<file path="src/rtl/traffic_injector.sv">
// Synthetic NoC traffic source: paces packets by Gap, picks a destination by Mode,
// and runs a req/grant handshake with the downstream router until a quota is met.
`timescale 1ns/1ps
module traffic_injector #(
  parameter logic [5:0]  ROUTER_ID   = 6'b010_000,
  parameter int          MESH_X      = 3,
  parameter int          MESH_Y      = 3,
  parameter int          packetwidth = 56,
  parameter int          ID_W        = 10,
  parameter logic [15:0] LFSR_SEED   = 16'hACE1
) (
  input  logic                   clk,
  input  logic                   reset,
  input  logic                   Enable,
  input  logic [1:0]             Mode,
  input  logic [5:0]             FixedDest,
  input  logic [15:0]            Gap,
  input  logic [15:0]            MaxPkts,
  input  logic                   DnStrFull,
  input  logic                   GntDnStr,
  output logic                   ReqDnStr,
  output logic [packetwidth-1:0] PacketOut,
  output logic [15:0]            SentCount,
  output logic                   Done
);

  typedef enum logic [2:0] {
    S_IDLE, S_GAP, S_PKT_PREP, S_SEND_REQ, S_WAIT_GRANT, S_DONE
  } state_e;

  localparam logic [1:0] MODE_RANDOM    = 2'b01;
  localparam logic [1:0] MODE_TRANSPOSE = 2'b10;
  localparam logic [3:0] MESH_X_L       = 4'(MESH_X);
  localparam logic [3:0] MESH_Y_L       = 4'(MESH_Y);

  state_e                 state_q, state_d;
  logic [15:0]            gap_cnt_q, gap_cnt_d;
  logic [15:0]            cyc_q, lfsr_q;
  logic [15:0]            sent_q, sent_d, sent_inc;
  logic [ID_W-1:0]        pkt_id_q, pkt_id_d;
  logic [packetwidth-1:0] pkt_q, pkt_d, pkt_new;
  logic [5:0]             cand;
  logic                   cand_ok;
  logic                   lfsr_fb;

  assign lfsr_fb  = lfsr_q[15] ^ lfsr_q[13] ^ lfsr_q[12] ^ lfsr_q[10];
  assign sent_inc = (sent_q == 16'hFFFF) ? sent_q : sent_q + 16'd1;

  always_comb begin
    case (Mode)
      MODE_RANDOM:    cand = {lfsr_q[2:0], lfsr_q[5:3]};
      MODE_TRANSPOSE: cand = {ROUTER_ID[2:0], ROUTER_ID[5:3]};
      default:        cand = FixedDest;
    endcase
    cand_ok = ({1'b0, cand[5:3]} < MESH_X_L) && ({1'b0, cand[2:0]} < MESH_Y_L)
              && (cand != ROUTER_ID);
  end

  always_comb begin
    pkt_new                = '0;
    pkt_new[15:0]          = cyc_q;
    pkt_new[21:16]         = cand;
    pkt_new[27:22]         = ROUTER_ID;
    pkt_new[27+ID_W:28]    = pkt_id_q;
  end

  // NOTE: sequential state uses non-blocking (<=) so every register samples pre-edge values.
  always_ff @(posedge clk or negedge reset) begin
    if (!reset) begin
      state_q   <= S_IDLE;
      gap_cnt_q <= '0;
      cyc_q     <= '0;
      lfsr_q    <= LFSR_SEED;
      sent_q    <= '0;
      pkt_id_q  <= '0;
      pkt_q     <= '0;
    end else begin
      state_q   <= state_d;
      gap_cnt_q <= gap_cnt_d;
      cyc_q     <= cyc_q + 16'd1;
      lfsr_q    <= {lfsr_q[14:0], lfsr_fb};
      sent_q    <= sent_d;
      pkt_id_q  <= pkt_id_d;
      pkt_q     <= pkt_d;
    end
  end

  // NOTE: every comb output gets a default first so no path infers a latch.
  always_comb begin
    state_d   = state_q;
    gap_cnt_d = gap_cnt_q;
    sent_d    = sent_q;
    pkt_id_d  = pkt_id_q;
    pkt_d     = pkt_q;
    case (state_q)
      S_IDLE: begin
        if (Enable) begin
          state_d   = S_GAP;
          gap_cnt_d = '0;
        end
      end
      S_GAP: begin
        if (!Enable)               state_d   = S_IDLE;
        else if (gap_cnt_q == Gap) state_d   = S_PKT_PREP;
        else                       gap_cnt_d = gap_cnt_q + 16'd1;
      end
      S_PKT_PREP: begin
        // Diagonal nodes have no transpose partner; random misses retry next cycle.
        if (Mode == MODE_TRANSPOSE && cand == ROUTER_ID) begin
          state_d = S_IDLE;
        end else if (Mode != MODE_RANDOM || cand_ok) begin
          pkt_d   = pkt_new;
          state_d = S_SEND_REQ;
        end
      end
      S_SEND_REQ: begin
        if (!DnStrFull) state_d = S_WAIT_GRANT;
      end
      S_WAIT_GRANT: begin
        if (GntDnStr) begin
          pkt_id_d = pkt_id_q + 1'b1;
          sent_d   = sent_inc;
          if (MaxPkts != 16'd0 && sent_inc == MaxPkts) begin
            state_d = S_DONE;
          end else if (Enable) begin
            state_d   = S_GAP;
            gap_cnt_d = '0;
          end else begin
            state_d = S_IDLE;
          end
        end
      end
      S_DONE:  state_d = S_DONE;
      default: state_d = S_IDLE;
    endcase
  end

  always_comb begin
    ReqDnStr = (state_q == S_WAIT_GRANT);
    Done     = (state_q == S_DONE);
  end

  assign PacketOut = pkt_q;
  assign SentCount = sent_q;

endmodule

</file>
<file path="config.mk">
export PLATFORM = sky130hd
export DESIGN_NAME = traffic_injector
export DESIGN_NICKNAME = d
export VERILOG_FILES = /design/src/rtl/traffic_injector.sv
export SDC_FILE = /design/constraint.sdc
export NUM_CORES = 1
export LEC_CHECK = 0
export ABC_AREA = 1
export BUFFER_PORTS_ARGS = -buffer_cell sky130_fd_sc_hd__buf_2
export CORE_MARGIN = 5
export CORE_UTILIZATION = 35
export CTS_BUF_LIST = sky130_fd_sc_hd__clkbuf_8
export CTS_CLUSTER_SIZE = 24
export DETAILED_ROUTE_END_ITERATION = 16
export PLACE_DENSITY = 0.57
export SLEW_MARGIN = 20
export SYNTH_ARGS = -nofsm -noshare
export SYNTH_HDL_FRONTEND = slang
export SYNTH_SLANG_ARGS = --single-unit
</file>
<file path="constraint.sdc">
create_clock -name clk -period 6.4 [get_ports clk]
set_input_delay 0 -clock clk [delete_from_list [all_inputs] [get_ports clk]]
set_output_delay 0 -clock clk [all_outputs]
set_load 0.03 [all_outputs]
</file>
==> impl_metrics.tcl <==
set metrics [dict create \
    status "finished, final reports clean" \
    worst-slew-pin-transition_ns 0.714 \
    syn-mean-instance-area_um2 7.84 \
    yosys-top-cells-area "sky130_fd_sc_hd__dfrtp_1, sky130_fd_sc_hd__nand2_1, sky130_fd_sc_hd__xor2_1" \
    synthesis_stage_register_bit_count 110 \
    synthToLayoutAreaGrowth_pct 14.9 \
    finalNetCount 911 \
    initial_drt_markers 218 \
    grt_start_max_net_pins 58 \
    cp.required_ns 6.72 \
    timing.hold.worst.class "primary input to register" \
    cap_viol_max_count 0 \
    vias_per_cell 4.55 \
    num_antenna_cells 0 \
    synth_top_area_frac 0.425 \
    die_width_um 141 \
    adder_cell_area_share_of_the_yosys_netlist 0.0125 \
    yosysMostFrequentCell "sky130_fd_sc_hd__nand2_1" \
    final_period_minus_worst_setup_slack_ns 2.64 \
    firstDrtPassIters 5 \
    fmax_ghz 0.379 \
    post_synth_mux_area_share 0 \
    globalRouteTotalUtil 0.152 \
    startpoint "SentCount[0]$_DFFE_PN0P_" \
    final_setup_violating_endpoints 0 \
    synth_edf_count 0 \
    number_of_global_route_vias_before_repair 4901 \
    global_route.overflow_total 0 \
    rr_startpoint "SentCount[0]$_DFFE_PN0P_" \
    report.final.slew_viol_count 0 \
    ys_seq_area_frac 0.460 \
    synth_area_um2 6010 \
    port_buffers 95 \
    dr_total_vias 4940 \
    dp_hpwl_um 10900 \
    worstReg2RegEnd "gap_cnt_q[13]$_DFFE_PN0P_" \
    postCtsHoldBufs 6 \
    hold_path_depth 4 \
    vdd_drop_max_mv 0.190 \
    crit_fanout 19 \
    setup_tns_final_ns 0 \
    cts_max_path_buffers 2 \
    ff2ff_path_depth 15 \
    hold_path_end "PacketOut[16]$_DFFE_PN0P_" \
    grt_setup_unrepaired "no" \
    dieArea_um2 19900 \
    floorplan.io_pins 119 \
    root_buffer "sky130_fd_sc_hd__clkbuf_8" \
    timing.slew.headroom 0.524 \
    hold-worst-slack_ns 0.0232 \
    finalHoldViolCount 0 \
    finalInstanceArea_um2 6900 \
    cts-buffers-inserted 9 \
    placed_area_um2 6600 \
    power_density_nw_per_um2 369 \
    die_height_um 141 \
    cts_tree "yes" \
    count_of_unresolved_drc_violations_after_routing 0 \
    yosysTopAreaCell "sky130_fd_sc_hd__dfrtp_1" \
    dominant_combinational_cell_family_by_area_after_synthesis "simple AND/OR/NAND/NOR gates" \
    floorplan_core_area_um2 16700 \
    cp.arrival_ns 2.96 \
    routed_wire_length_per_instance_um 13.4 \
    regToRegSetupSlack_ns 3.76 \
    hold_start "FixedDest[0]" \
    yosys_warnings 0 \
    drive_above_1_share 0.163 \
    ys.flop_type "sky130_fd_sc_hd__dfrtp_1" \
    leakage_power_figure_nw 3.54 \
    htree_levels 3 \
    final_antenna_net_count 0 \
    placement_rows 47 \
    cts.repair_timing.setup_buffer_count 0 \
    initial_core_util 0.360 \
    layout.core_utilization 0.413 \
    critPathKind "register to register" \
    synth.cells.most_frequent "sky130_fd_sc_hd__nand2_1, sky130_fd_sc_hd__dfrtp_1, sky130_fd_sc_hd__nor2_1" \
    post_cts_resized 0 \
    cts.sinks 110 \
    ys_async_sr_fraction 1.00 \
    finalWirelength_um 14500 \
    clock_slew_at_reported_path_ffs_ns 0.11 \
    yosys.area_share.xor_xnor 0.0831 \
    finalWeightedCongestion 0.903 \
    timing.clock.skew_ns 0.0108 \
    yosys.area_share.simple 0.293 \
    critical_path.endpoint_type "register" \
    critPathLaunchType "register" \
    finalCritPeriodShare 0.412 \
    yosys.cell_types.count 41 \
    clock_insertion_delay_worst_skew_ns 0.38 \
    syn-instance-count 766 \
    global_route_wire_length_before_repair_um 24600 \
    complex_gate_fraction_of_the_synthesized_area 0.0560 \
    initial_antenna_violation_count 0 \
]
## metal layers
metal,up-vias,share of wire,global-route usage,wire length (um)
met5,-,0,0,0
met2,100,0.47,0.239,6820
met4,0,0.017,0.0530,246
li1,2568,-,-,-
met3,17,0.039,0.0251,568
met1,2255,0.47,0.212,6900
## flip-flops by register name, indices dropped and copies added (netlist names)
signal	flops
PacketOut	33
state_q	3
lfsr_q	16
pkt_id_q	10
SentCount	16
gap_cnt_q	16
cyc_q	16
## worst max-delay path by stage
stage	end	cells after the start
2_1_floorplan	gap_cnt_q[10]$_DFFE_PN0P_	15
3_3_place_gp	PacketOut[26]$_DFFE_PN0P_	13
3_5_place_dp	PacketOut[26]$_DFFE_PN0P_	13
4_1_cts	gap_cnt_q[13]$_DFFE_PN0P_	15
5_1_grt	gap_cnt_q[0]$_DFFE_PN0P_	15
6_report	gap_cnt_q[13]$_DFFE_PN0P_	15
## logic make-up after synthesis
group	after synthesis
other	1
buffers and inverters	123
DFF	110
xor gates and xnor gates	57
AOI/OAI and AO/OA	62
and+or+nand+nor	407
adders and majority gates	6
## critical path: stages (launching register included)
cell,delay (ns)
sky130_fd_sc_hd__dfrtp_1,0.47
sky130_fd_sc_hd__ha_1,0.31
sky130_fd_sc_hd__inv_1,0.10
sky130_fd_sc_hd__nor2_4,0.15
sky130_fd_sc_hd__nand2_4,0.09
sky130_fd_sc_hd__nor2_1,0.14
sky130_fd_sc_hd__nand2_1,0.14
sky130_fd_sc_hd__nand3_1,0.19
sky130_fd_sc_hd__nand2_1,0.07
sky130_fd_sc_hd__inv_1,0.05
sky130_fd_sc_hd__o21ai_0,0.08
sky130_fd_sc_hd__nor2_2,0.16
sky130_fd_sc_hd__nand3_4,0.23
sky130_fd_sc_hd__nand2_4,0.25
sky130_fd_sc_hd__nand2_1,0.07
sky130_fd_sc_hd__nand2_1,0.07
## layout by cell type (no fill, tap or decap), types with 15 or more instances in the layout
cell type	count
sky130_fd_sc_hd__nand2_1	223
sky130_fd_sc_hd__dfrtp_1	102
sky130_fd_sc_hd__conb_1	23
sky130_fd_sc_hd__inv_1	76
sky130_fd_sc_hd__xor2_1	39
sky130_fd_sc_hd__nor3_1	15
sky130_fd_sc_hd__o21ai_0	44
sky130_fd_sc_hd__buf_2	94
sky130_fd_sc_hd__nor2_1	77
sky130_fd_sc_hd__xnor2_1	18
sky130_fd_sc_hd__nand4_1	19
sky130_fd_sc_hd__nand3_1	51
## per-stage QoR
stage                     setup WS (ns)  total power, mW  instances
after floorplan                    3.95             1.76        788
after global placement             3.63             2.07       1063
after detailed placement           3.64             2.08       1063
after CTS                          3.77             2.58       1085
after global routing               3.45             2.75       1085
final                              3.76             2.55       1085
## final cells by class
cell class	count	area (um^2)
inverters	80	303
clock buffers	9	124
repair buffers	104	561
flip-flops and latches	110	2760
fillers	1755	9800
clock inverters	7	120
multi-input cells	555	2760
well taps	220	275
## power by group
| group | leakage (nW) | switching (mW) | internal (mW) |
|---|---|---|---|
| clock network | 0.117 | 0.257 | 0.230 |
| registers | 1.38 | 0.161 | 0.847 |
| logic | 2.04 | 0.751 | 0.301 |
| total | 3.54 | 1.17 | 1.38 |
Power figures use the tool's default switching activity.
